<file path="src/rtl/sram_access_arbiter_if.sv">
// ---------------------------------------------------------------------------
// sram_access_arbiter_if
// Bundles the requester side and the SRAM_Controller side of the shared
// SRAM port.
//   req_i / addr_i / wdata_i / we_n_i : per-requester access requests
//                                       (requester k in slice k)
//   gnt_o / rvalid_o / busy_o         : registered grant, read-data-valid
//                                       strobes, busy flag
//   SRAM_address / SRAM_write_data / SRAM_we_n : muxed port to SRAM_Controller
//   SRAM_read_data                    : shared read bus from SRAM_Controller
// Modports: master = requesters, slave = arbiter, ctrl = SRAM_Controller.
// ---------------------------------------------------------------------------
interface sram_access_arbiter_if;
    logic [3:0]  req_i;
    logic [71:0] addr_i;
    logic [63:0] wdata_i;
    logic [3:0]  we_n_i;
    logic [3:0]  gnt_o;
    logic [3:0]  rvalid_o;
    logic        busy_o;
    logic [17:0] SRAM_address;
    logic [15:0] SRAM_write_data;
    logic        SRAM_we_n;
    logic [15:0] SRAM_read_data;

    modport master (
        output req_i, addr_i, wdata_i, we_n_i,
        input  gnt_o, rvalid_o, busy_o, SRAM_read_data
    );

    modport slave (
        input  req_i, addr_i, wdata_i, we_n_i,
        output gnt_o, rvalid_o, busy_o,
        output SRAM_address, SRAM_write_data, SRAM_we_n
    );

    modport ctrl (
        input  SRAM_address, SRAM_write_data, SRAM_we_n,
        output SRAM_read_data
    );
endinterface

</file>
<file path="src/rtl/sram_access_arbiter.sv">
// ---------------------------------------------------------------------------
// sram_access_arbiter
// Shares the single SRAM_Controller port among UART (0), M1 (1), M3 (2) and
// VGA (3). VGA has absolute priority; 0-2 share round-robin with a burst
// limit. The SRAM port is muxed from the registered grant, and each read is
// tagged so rvalid_o[k] pulses READ_LATENCY cycles after requester k's read.
// Ports:
//   CLOCK_50_I : 50 MHz clock
//   resetn     : asynchronous active-low reset
//   bus        : sram_access_arbiter_if.slave (requests, grant, SRAM port)
// ---------------------------------------------------------------------------
module sram_access_arbiter #(
    parameter int READ_LATENCY = 2,
    parameter int MAX_BURST    = 16
) (
    input  logic                        CLOCK_50_I,
    input  logic                        resetn,
    sram_access_arbiter_if.slave        bus
);

    localparam int CW = $clog2(MAX_BURST + 1);

    typedef enum logic [0:0] {
        S_ARB_IDLE = 1'b0,
        S_ARB_OWN  = 1'b1
    } arb_state_t;

    arb_state_t          state_r, state_s;
    logic [3:0]          gnt_r, gnt_s;
    logic [CW-1:0]       cnt_r, cnt_s;
    logic [1:0]          ptr_r, ptr_s;
    logic                busy_r;
    logic [3:0]          rv_pipe_r [READ_LATENCY];
    logic                own_req_s;
    logic                burst_hit_s;
    logic [2:0]          others_s;
    logic [17:0]         sram_addr_s;
    logic [15:0]         sram_wdata_s;
    logic                sram_we_n_s;
    logic [3:0]          push_s;

    // Round-robin pick among requesters 0-2, searching from pointer p.
    function automatic logic [3:0] rr_pick(input logic [2:0] m, input logic [1:0] p);
        logic [3:0] r;
        r = 4'b0000;
        case (p)
            2'd1: begin
                if (m[1])      r = 4'b0010;
                else if (m[2]) r = 4'b0100;
                else if (m[0]) r = 4'b0001;
                else           r = 4'b0000;
            end
            2'd2: begin
                if (m[2])      r = 4'b0100;
                else if (m[0]) r = 4'b0001;
                else if (m[1]) r = 4'b0010;
                else           r = 4'b0000;
            end
            default: begin
                if (m[0])      r = 4'b0001;
                else if (m[1]) r = 4'b0010;
                else if (m[2]) r = 4'b0100;
                else           r = 4'b0000;
            end
        endcase
        return r;
    endfunction

    // Next grant, state, burst count and round-robin pointer.
    always_comb begin
        state_s     = state_r;
        gnt_s       = gnt_r;
        own_req_s   = |(gnt_r & bus.req_i);
        others_s    = bus.req_i[2:0] & ~gnt_r[2:0];
        burst_hit_s = (cnt_r >= CW'(MAX_BURST - 1));
        case (state_r)
            S_ARB_IDLE: begin
                if (|bus.req_i) begin
                    gnt_s = bus.req_i[3] ? 4'b1000 : rr_pick(bus.req_i[2:0], ptr_r);
                end else begin
                    gnt_s = 4'b0000;
                end
            end
            S_ARB_OWN: begin
                // VGA either keeps its grant or preempts any owner 0-2.
                if (bus.req_i[3]) begin
                    gnt_s = 4'b1000;
                end else if (!own_req_s) begin
                    gnt_s = rr_pick(bus.req_i[2:0], ptr_r);
                end else if (burst_hit_s && (|others_s)) begin
                    gnt_s = rr_pick(others_s, ptr_r);
                end else begin
                    gnt_s = gnt_r;
                end
            end
            default: begin
                gnt_s = 4'b0000;
            end
        endcase

        if (|gnt_s) begin
            state_s = S_ARB_OWN;
        end else begin
            state_s = S_ARB_IDLE;
        end

        // Counter restarts on any grant change and saturates at MAX_BURST.
        if (gnt_s != gnt_r) begin
            cnt_s = '0;
        end else if ((|gnt_r) && (cnt_r < CW'(MAX_BURST))) begin
            cnt_s = cnt_r + CW'(1);
        end else begin
            cnt_s = cnt_r;
        end

        if (gnt_s != gnt_r) begin
            case (gnt_s)
                4'b0001: ptr_s = 2'd1;
                4'b0010: ptr_s = 2'd2;
                4'b0100: ptr_s = 2'd0;
                default: ptr_s = ptr_r;
            endcase
        end else begin
            ptr_s = ptr_r;
        end
    end

    // Arbitration state registers.
    always_ff @(posedge CLOCK_50_I or negedge resetn) begin
        if (!resetn) begin
            state_r <= S_ARB_IDLE;
            gnt_r   <= 4'b0000;
            cnt_r   <= '0;
            ptr_r   <= 2'd0;
            busy_r  <= 1'b0;
        end else begin
            state_r <= state_s;
            gnt_r   <= gnt_s;
            cnt_r   <= cnt_s;
            ptr_r   <= ptr_s;
            busy_r  <= |gnt_s;
        end
    end

    // SRAM port mux from the registered grant; a dropped request never writes.
    always_comb begin
        sram_addr_s  = 18'h00000;
        sram_wdata_s = 16'h0000;
        sram_we_n_s  = 1'b1;
        case (gnt_r)
            4'b0001: begin
                sram_addr_s  = bus.addr_i[17:0];
                sram_wdata_s = bus.wdata_i[15:0];
                sram_we_n_s  = bus.we_n_i[0] | ~bus.req_i[0];
            end
            4'b0010: begin
                sram_addr_s  = bus.addr_i[35:18];
                sram_wdata_s = bus.wdata_i[31:16];
                sram_we_n_s  = bus.we_n_i[1] | ~bus.req_i[1];
            end
            4'b0100: begin
                sram_addr_s  = bus.addr_i[53:36];
                sram_wdata_s = bus.wdata_i[47:32];
                sram_we_n_s  = bus.we_n_i[2] | ~bus.req_i[2];
            end
            4'b1000: begin
                sram_addr_s  = bus.addr_i[71:54];
                sram_wdata_s = bus.wdata_i[63:48];
                sram_we_n_s  = bus.we_n_i[3] | ~bus.req_i[3];
            end
            default: begin
                sram_addr_s  = 18'h00000;
                sram_wdata_s = 16'h0000;
                sram_we_n_s  = 1'b1;
            end
        endcase
        // Only a requested read by the current owner gets a valid tag.
        if (sram_we_n_s) begin
            push_s = gnt_r & bus.req_i;
        end else begin
            push_s = 4'b0000;
        end
    end

    // Read-tag delay line; grant changes never cancel tags already in flight.
    always_ff @(posedge CLOCK_50_I or negedge resetn) begin
        if (!resetn) begin
            for (int i = 0; i < READ_LATENCY; i++) begin
                rv_pipe_r[i] <= 4'b0000;
            end
        end else begin
            rv_pipe_r[0] <= push_s;
            for (int i = 1; i < READ_LATENCY; i++) begin
                rv_pipe_r[i] <= rv_pipe_r[i-1];
            end
        end
    end

    assign bus.gnt_o           = gnt_r;
    assign bus.busy_o          = busy_r;
    assign bus.rvalid_o        = rv_pipe_r[READ_LATENCY-1];
    assign bus.SRAM_address    = sram_addr_s;
    assign bus.SRAM_write_data = sram_wdata_s;
    assign bus.SRAM_we_n       = sram_we_n_s;

endmodule

</file>
<file path="src/flat_wrapper.sv">
// flat-port wrapper written by rule: the top's interface ports become plain ports
module sram_access_arbiter_flat 
#(
    parameter int READ_LATENCY = 2,
    parameter int MAX_BURST    = 16
)
  (CLOCK_50_I, resetn, bus_req_i, bus_addr_i, bus_wdata_i, bus_we_n_i, bus_gnt_o, bus_rvalid_o, bus_busy_o, bus_SRAM_address, bus_SRAM_write_data, bus_SRAM_we_n);
  sram_access_arbiter_if bus_i ();
  input  logic CLOCK_50_I;
  input  logic resetn;
  input wire logic [$bits(bus_i.req_i)-1:0] bus_req_i;
  input wire logic [$bits(bus_i.addr_i)-1:0] bus_addr_i;
  input wire logic [$bits(bus_i.wdata_i)-1:0] bus_wdata_i;
  input wire logic [$bits(bus_i.we_n_i)-1:0] bus_we_n_i;
  output wire logic [$bits(bus_i.gnt_o)-1:0] bus_gnt_o;
  output wire logic [$bits(bus_i.rvalid_o)-1:0] bus_rvalid_o;
  output wire logic [$bits(bus_i.busy_o)-1:0] bus_busy_o;
  output wire logic [$bits(bus_i.SRAM_address)-1:0] bus_SRAM_address;
  output wire logic [$bits(bus_i.SRAM_write_data)-1:0] bus_SRAM_write_data;
  output wire logic [$bits(bus_i.SRAM_we_n)-1:0] bus_SRAM_we_n;
  assign bus_i.req_i = bus_req_i;
  assign bus_i.addr_i = bus_addr_i;
  assign bus_i.wdata_i = bus_wdata_i;
  assign bus_i.we_n_i = bus_we_n_i;
  assign bus_gnt_o = bus_i.gnt_o;
  assign bus_rvalid_o = bus_i.rvalid_o;
  assign bus_busy_o = bus_i.busy_o;
  assign bus_SRAM_address = bus_i.SRAM_address;
  assign bus_SRAM_write_data = bus_i.SRAM_write_data;
  assign bus_SRAM_we_n = bus_i.SRAM_we_n;
  sram_access_arbiter #(.READ_LATENCY(READ_LATENCY), .MAX_BURST(MAX_BURST)) u_core (.CLOCK_50_I(CLOCK_50_I), .resetn(resetn), .bus(bus_i));
endmodule
</file>
<file path="config.mk">
export PLATFORM = sky130hd
export DESIGN_NAME = sram_access_arbiter_flat
export DESIGN_NICKNAME = d
export VERILOG_FILES = /design/src/rtl/sram_access_arbiter_if.sv /design/src/rtl/sram_access_arbiter.sv /design/src/flat_wrapper.sv
export SDC_FILE = /design/constraint.sdc
export NUM_CORES = 1
export LEC_CHECK = 0
export ABC_AREA = 0
export ABC_CLOCK_PERIOD_IN_PS = 3760
export CORE_MARGIN = 2
export CORE_UTILIZATION = 30
export CTS_CLUSTER_DIAMETER = 50
export DETAILED_ROUTE_END_ITERATION = 7
export PLACE_DENSITY = 0.8
export SLEW_MARGIN = 20
export SYNTH_ARGS = -nofsm -noshare
export SYNTH_HDL_FRONTEND = slang
export SYNTH_SLANG_ARGS = --single-unit
</file>
<file path="constraint.sdc">
create_clock -name CLOCK_50_I -period 3.76 [get_ports CLOCK_50_I]
set_clock_uncertainty 0.15 [all_clocks]
set_input_delay 0.564 -clock CLOCK_50_I [delete_from_list [all_inputs] [get_ports CLOCK_50_I]]
set_output_delay 0.564 -clock CLOCK_50_I [all_outputs]
set_load 0.01 [all_outputs]
</file>
==> results.md, run 1 <==
* Seq cells post-synth at 20
* R2R Setup Slk at 0.78 ns
* CP startpoint kind: flip-flop
* Area contributors post-synth: dfrtp_1 25%, a221o_1 17%, a22o_1 15%
* Area grow syn2layout at 101%
* Die Width at 85.5 microns
* Final core utilization at 62.7%
* P_int at 1.43 mW
* Root Buffer: clkbuf_8
* Vias at 2,732
* Outcome: complete, no violations
* Switching pwr at 0.995 mW
* Post-Syn Area at 1990 sq um
* Yosys warnings at 0
* CTS sink count at 20
* Leakage at 1.60 nW
* Core ar. at 6390 sq um
* Worst r2r path cells at 9
* Post-cts repair resize count at 0
* Number of global-route vias before repair at 2,740
* RSZ-0062 raised after global routing: false
* Crit path DAT at 2.53 ns
* Inst Count DP at 477
* Endpoints failing setup at 0
* Final Hold Viols at 0
* Hold path start: u_core.rv_pipe_r[7]$_DFF_PN0_
* CTS Buf Count at 3
* Post-Syn Instances at 226
* DP Area at 3930 sq um
* Post-Syn Nets at 376
* Share of layout cells above drive strength 1 at 5.69%
* IO buf count at 189
* Post-synth top flop: dfrtp_1
* Total power at 2.43 mW
* Iteration-0 DRC Markers at 145
* Hold Buf Count CTS at 0
* Gr ovfl total at 0
* Die area at 7300 sq um
* Setup WS post-layout at 0.517 ns
* Crit path to: bus_SRAM_we_n
* WS Path Type: reg2out
* Power per cell area at 606 nW/um^2
* Avg WL per Cell at 20.1 microns
* Combinational Power Share at 76.5%
* Worst rel slew slack at 40.5%
* Initial antenna violation count at 1
* Sequential Power Share at 14.8%
* Final min period at 3.24 ns
* Worst-Margin Slew at 0.889 ns
* Sequential element share of the synthesized area at 25.1%
* Leading area contributor after synthesis: dfrtp_1
* Max Clk Rate at 308 MHz
* Vias per cell at 5.67
* Post-synth top area share at 25.1%
* H-tree levels at 1
* Clk slew on worst S/H paths at 0.07 ns
* Antenna Nets Post-Route at 0
* Max Transition Viols Final at 0
* Mean Syn Cell Area at 8.81 sq um
* Async S/R FF share, synth at 100%
* # DRC at 0
* CTS tree: done
* # IOs at 190
* CP max FO at 14
* Worst skew pair latency at 0.26 ns
* # rows at 29
* Sw frac at 41.0%
* Post-synth EDFFs at 0
* Clk pwr share at 8.8%
* Setup Total Neg Slack at 0 ns
* All-Layer GR Usage at 25.2%
* Final cell count without fillers at 482
* Dpl hpwl at 7900 microns
* Top cells by count, synth: 34 x a221o_1, 34 x a22o_1, 20 x dfrtp_1
* Initial Utilization at 31.2%
* R2R Path End: u_core.ptr_r[1]$_DFFE_PN0P_
* Peak VDD IR at 479 uV
* WHS at 0.201 ns
* Tcrit/Tclk final at 86.2%
* Max_cap viols at 0
* Deepest clock path buffer count at 2
* Critical Path Start: u_core.bus.gnt_o[1]$_DFF_PN0_
* Netlist cell types at 46
* CP required at 3.05 ns
* Worst r2r src: u_core.cnt_r[0]$_DFFE_PN0P_
* Largest net degree at the start of global routing at 35
* Nets at 555
* Setup crit end kind: output pin
* Postcts setup bufs at 0
* Hold Crit Class: reg2reg
* Chip height at 85.5 microns
* Total Routed Length at 9710 microns
* Gpl congestion at 0.964
* Place WS at 0.642 ns
* First-pass GRT wire length at 14,500 microns
* Fin area at 4000 sq um
* Drt pass-1 iters at 5
-- cell usage in the layout (no fill, tap or decap), types with 2 or more instances in the layout --
cell             synthesis  layout
xor2_1                   4       4
a21oi_1                  9       9
nor2b_1                  2       2
a22o_1                  34      34
a221o_1                 34      34
nand2b_1                 3       3
and3_1                   4       4
nor2_1                  19      19
inv_1                   12      12
a211oi_1                 4       4
clkbuf_8                 0       3
nand4_1                  3       3
dfrtp_1                 20      20
nor3_2                   0       2
inv_2                    2       2
ha_1                     4       4
and4_1                   2       2
o21ai_0                  4       4
nand2_1                  9       9
xnor2_1                  2       2
clkdlybuf4s50_1          0     189
o311ai_0                 2       2
o311a_1                  2       2
nand3_1                  4       4
a31oi_1                  2       2
buf_4                    4       7
-- critical path, stage by stage (launching register included) --
cell and delay, ns:
dfrtp_1 0.52, nor2_1 0.33, and3_1 0.23, buf_4 0.22
o21ai_0 0.10, and4_1 0.25, inv_1 0.07, clkdlybuf4s50_1 0.54
-- flip-flops by register name, indices dropped and copies added, names as in the netlist --
register and flops:
u_core.cnt_r 5, u_core.bus.gnt_o 4, u_core.bus.rvalid_o 4, u_core.rv_pipe_r 4, u_core.ptr_r 2, u_core.bus.busy_o 1
-- final cells by class --
cell class / instances / area, sq um
sequential: 20 / 500
multi-input combinational: 170 / 1340
clock buffer: 3 / 41.3
timing repair buffer: 196 / 1940
antenna: 1 / 2.50
tap: 77 / 96.3
inverter: 14 / 52.6
clock inverter: 1 / 30.0
fill: 559 / 2380
-- how the worst min path moves through the flow --
stage / end / slack, ns / cells past startpoint
after floorplan: u_core.bus.busy_o$_DFF_PN0_ / 0.12 / 0
after detailed placement: u_core.bus.rvalid_o[3]$_DFF_PN0_ / 0.19 / 0
after CTS: u_core.bus.rvalid_o[3]$_DFF_PN0_ / 0.20 / 0
after global placement: u_core.bus.rvalid_o[2]$_DFF_PN0_ / 0.19 / 0
final: u_core.bus.rvalid_o[3]$_DFF_PN0_ / 0.20 / 0
after global routing: u_core.bus.rvalid_o[2]$_DFF_PN0_ / 0.21 / 0
-- per-layer routing --
layer / global-route usage (%) / up-vias / part of all wire (%)
li1: - / 1270 / -
met1: 29.3 / 1290 / 38
met2: 46.3 / 151 / 52
met3: 5.16 / 21 / 7.7
met4: 7.36 / 0 / 2.9
met5: 0 / - / 0
-- power by group through the flow --
stage	registers [mW]	logic [mW]	clock network, mW
finish	0.359	1.86	0.213
global route	0.367	1.98	0.230
CTS	0.357	1.85	0.215
detailed placement	0.361	1.84	0
global placement	0.361	1.84	0
floorplan	0.324	1.02	0
-- cell families (layout without fill, tap and decap cells) --
logic type,after synthesis,after routing,share of synthesized area (%)
other,0,1,0
XOR/XNOR,6,6,2.64
adder cells (fa/ha/maj),4,4,2.51
flip-flops,20,20,25.1
AND/OR/NAND/NOR,56,56,14.8
buffers and inverters,36,214,8.30
multiplexers,2,2,1.07
AO/OA/AOI/OAI,102,102,45.5
Note: power is estimated with default switching activity, not from simulation.
==> run 2: changes to the inputs <==
--- a/config.mk
+++ b/config.mk
@@ -11,6 +11,7 @@
 export CORE_UTILIZATION = 30
 export CTS_CLUSTER_DIAMETER = 50
 export DETAILED_ROUTE_END_ITERATION = 7
+export MAX_ROUTING_LAYER = met4
 export PLACE_DENSITY = 0.8
 export SLEW_MARGIN = 20
 export SYNTH_ARGS = -nofsm -noshare
==> results.md, run 2 (synthesized netlist as in run 1, its figures left out) <==
* Outcome: complete, no violations
* Critical path's largest stage delay at 0.56 ns (+0.02 ns)
* # DRC at 0 (unchanged)
* # rows at 29 (unchanged)
* Die area at 7300 sq um (unchanged)
* Avg WL per Cell at 20.3 microns (+0.53%)
* Max reg flops at 5 (unchanged)
* Endpoints failing setup at 0 (unchanged)
* Root Buffer: clkbuf_8
* First-pass GRT wire length at 14,600 microns (+1.0%)
* Setup WS post-layout at 0.369 ns (-0.148 ns)
* Largest net degree at the start of global routing at 35 (unchanged)
* Most flops, register: u_core.cnt_r
* # IOs at 190 (unchanged)
* Clk slew on worst S/H paths at 0.08 ns (about the same)
* Place WS at 0.616 ns (-0.0262 ns)
* Most common cell after layout, fill and taps aside: clkdlybuf4s50_1
* Postcts setup bufs at 0 (unchanged)
* DP Area at 3930 sq um (about the same)
* Worst-Margin Slew at 0.908 ns (+0.0189 ns)
* Tcrit/Tclk final at 90.2% (+3.9 points)
* Initial Utilization at 31.2% (unchanged)
* Max_cap viols at 0 (unchanged)
* Hold Crit Class: reg2reg
* Area of the multi-input gates at 1340 sq um (unchanged)
* Worst skew pair latency at 0.27 ns (about the same)
* Most frequent cells in the layout: 189 x clkdlybuf4s50_1, 34 x a22o_1, 34 x a221o_1, 20 x dfrtp_1, 19 x nor2_1
* Total power at 2.42 mW (-0.30%)
* Hold Path Stages at 0 (unchanged)
* Max Clk Rate at 295 MHz (-4.4%)
* Crit path max-delay family: buffers and inverters
* CTS tree: done
* CP max FO at 31 (+17)
* Setup Total Neg Slack at 0 ns (unchanged)
* Deepest clock path buffer count at 2 (unchanged)
* Cell count along the critical path at 6 (-1)
* WS Path Type: reg2out
* RSZ-0062 raised after global routing: false
* Share of layout cells above drive strength 1 at 5.22% (-0.47 points)
* Die Width at 85.5 microns (unchanged)
* Antenna Cells at 0 (-1)
* Crit path DAT at 2.68 ns (+0.15 ns)
* Worst r2r path cells at 9 (unchanged)
* CTS Buf Count at 3 (unchanged)
* Setup crit end kind: output pin
* Vias at 2,703 (-1.1%)
* Chip height at 85.5 microns (unchanged)
* Crit path max-delay cell type: clkdlybuf4s50_1
* IO buf count at 189 (unchanged)
* CP required at 3.05 ns (about the same)
* Post-cts repair resize count at 0 (unchanged)
* Leakage at 1.59 nW (-0.50%)
* Number of fill cells in the layout at 566 (+1.3%)
* Cell Chain, Critical Path: nand2b_1 -> nor3_2 -> buf_4 -> a22o_1 -> a221o_1 -> clkdlybuf4s50_1
* Buf+Inv Stages, Crit Path at 2 (-1)
* Inst Count DP at 475 (-0.42%)
* WHS at 0.203 ns (+0.00188 ns)
* Final min period at 3.39 ns (+0.148 ns)
* Peak VDD IR at 502 uV (+4.8%)
* Final core utilization at 62.6% (-0.078 points)
* Final cell count without fillers at 479 (-0.62%)
* Worst rel slew slack at 39.3% (-1.3 points)
* Gr ovfl total at 0 (unchanged)
* Drt pass-1 iters at 4 (-1)
* Area grow syn2layout at 101%
* Nets at 553 (-0.36%)
* Gpl congestion at 0.972 (+0.80%)
* H-tree levels at 1 (unchanged)
* Dpl hpwl at 7940 microns (+0.55%)
* Iteration-0 DRC Markers at 147 (+1.4%)
* Vias per cell at 5.64 (-0.44%)
* Power per cell area at 605 nW/um^2 (-0.17%)
* CTS sink count at 20 (unchanged)
* Number of global-route vias before repair at 2,717 (-0.84%)
* Core ar. at 6390 sq um (unchanged)
* Hold Buf Count CTS at 0 (unchanged)
* Total Routed Length at 9700 microns (about the same)
* Final Hold Viols at 0 (unchanged)
* All-Layer GR Usage at 26.4% (+1.2 points)
* Fin area at 4000 sq um (-0.13%)
* CP startpoint kind: flip-flop
* Max Transition Viols Final at 0 (unchanged)
* Antenna Nets Post-Route at 0 (unchanged)
* Sequential cell area at 500 sq um (unchanged)
* Initial antenna violation count at 0 (-1)
==> run 2: cell count changes in the layout (fill, tap and decap cells not counted), sizes merged <==
cell   change
diode      -1
buf        -2
==> run 2: path summary, 6_finish.rpt <==
kind	start	endpoint	slack, ns
setup reg to reg	u_core.cnt_r[0]$_DFFE_PN0P_	u_core.ptr_r[1]$_DFFE_PN0P_	0.76
min in group asynchronous	resetn	u_core.bus.gnt_o[0]$_DFF_PN0_	0.65
hold reg to reg	u_core.rv_pipe_r[6]$_DFF_PN0_	u_core.bus.rvalid_o[2]$_DFF_PN0_	0.20
hold / removal	u_core.rv_pipe_r[6]$_DFF_PN0_	u_core.bus.rvalid_o[2]$_DFF_PN0_	0.20
max in group asynchronous	resetn	u_core.rv_pipe_r[4]$_DFF_PN0_	2.24
setup / recovery	u_core.bus.gnt_o[1]$_DFF_PN0_	bus_SRAM_address[1]	0.37
==> run 2: power breakdown <==
part / switching [mW] / total (mW) / leakage, nW / internal, mW
combinational: 0.835 / 1.85 / 1.29 / 1.01
clock: 0.0721 / 0.214 / 0.0357 / 0.142
sequential: 0.0809 / 0.356 / 0.263 / 0.275
total: 0.989 / 2.42 / 1.59 / 1.43
==> run 2: layout make-up <==
| class | count | share of cell area [%] |
|---|---|---|
| timing repair buffer | 194 | 48.6 |
| clock inverter | 1 | 0.751 |
| clock buffer | 3 | 1.03 |
| multi-input combinational | 170 | 33.4 |
| sequential | 20 | 12.5 |
| inverter | 14 | 1.31 |
| tap | 77 | 2.41 |
==> run 2: worst reg2reg max path, stage by stage, from the launching register on <==
cell      delay, ns
dfrtp_1        0.43
ha_1           0.22
and3_1         0.18
ha_1           0.22
nor3_1         0.37
a211oi_1       0.11
o311a_1        0.45
or4b_1         0.53
a31o_1         0.19
o21ai_1        0.07
==> run 2: metal layers <==
| metal | GRT usage, % | vias to the layer above | part of all wire (%) |
|---|---|---|---|
| met1 | 29.8 | 1271 | 36 |
| met2 | 47.2 | 145 | 52 |
| met5 | - | - | 0 |
| met4 | 6.49 | 0 | 2.9 |
| li1 | - | 1265 | - |
| met3 | 5.93 | 22 | 8.5 |
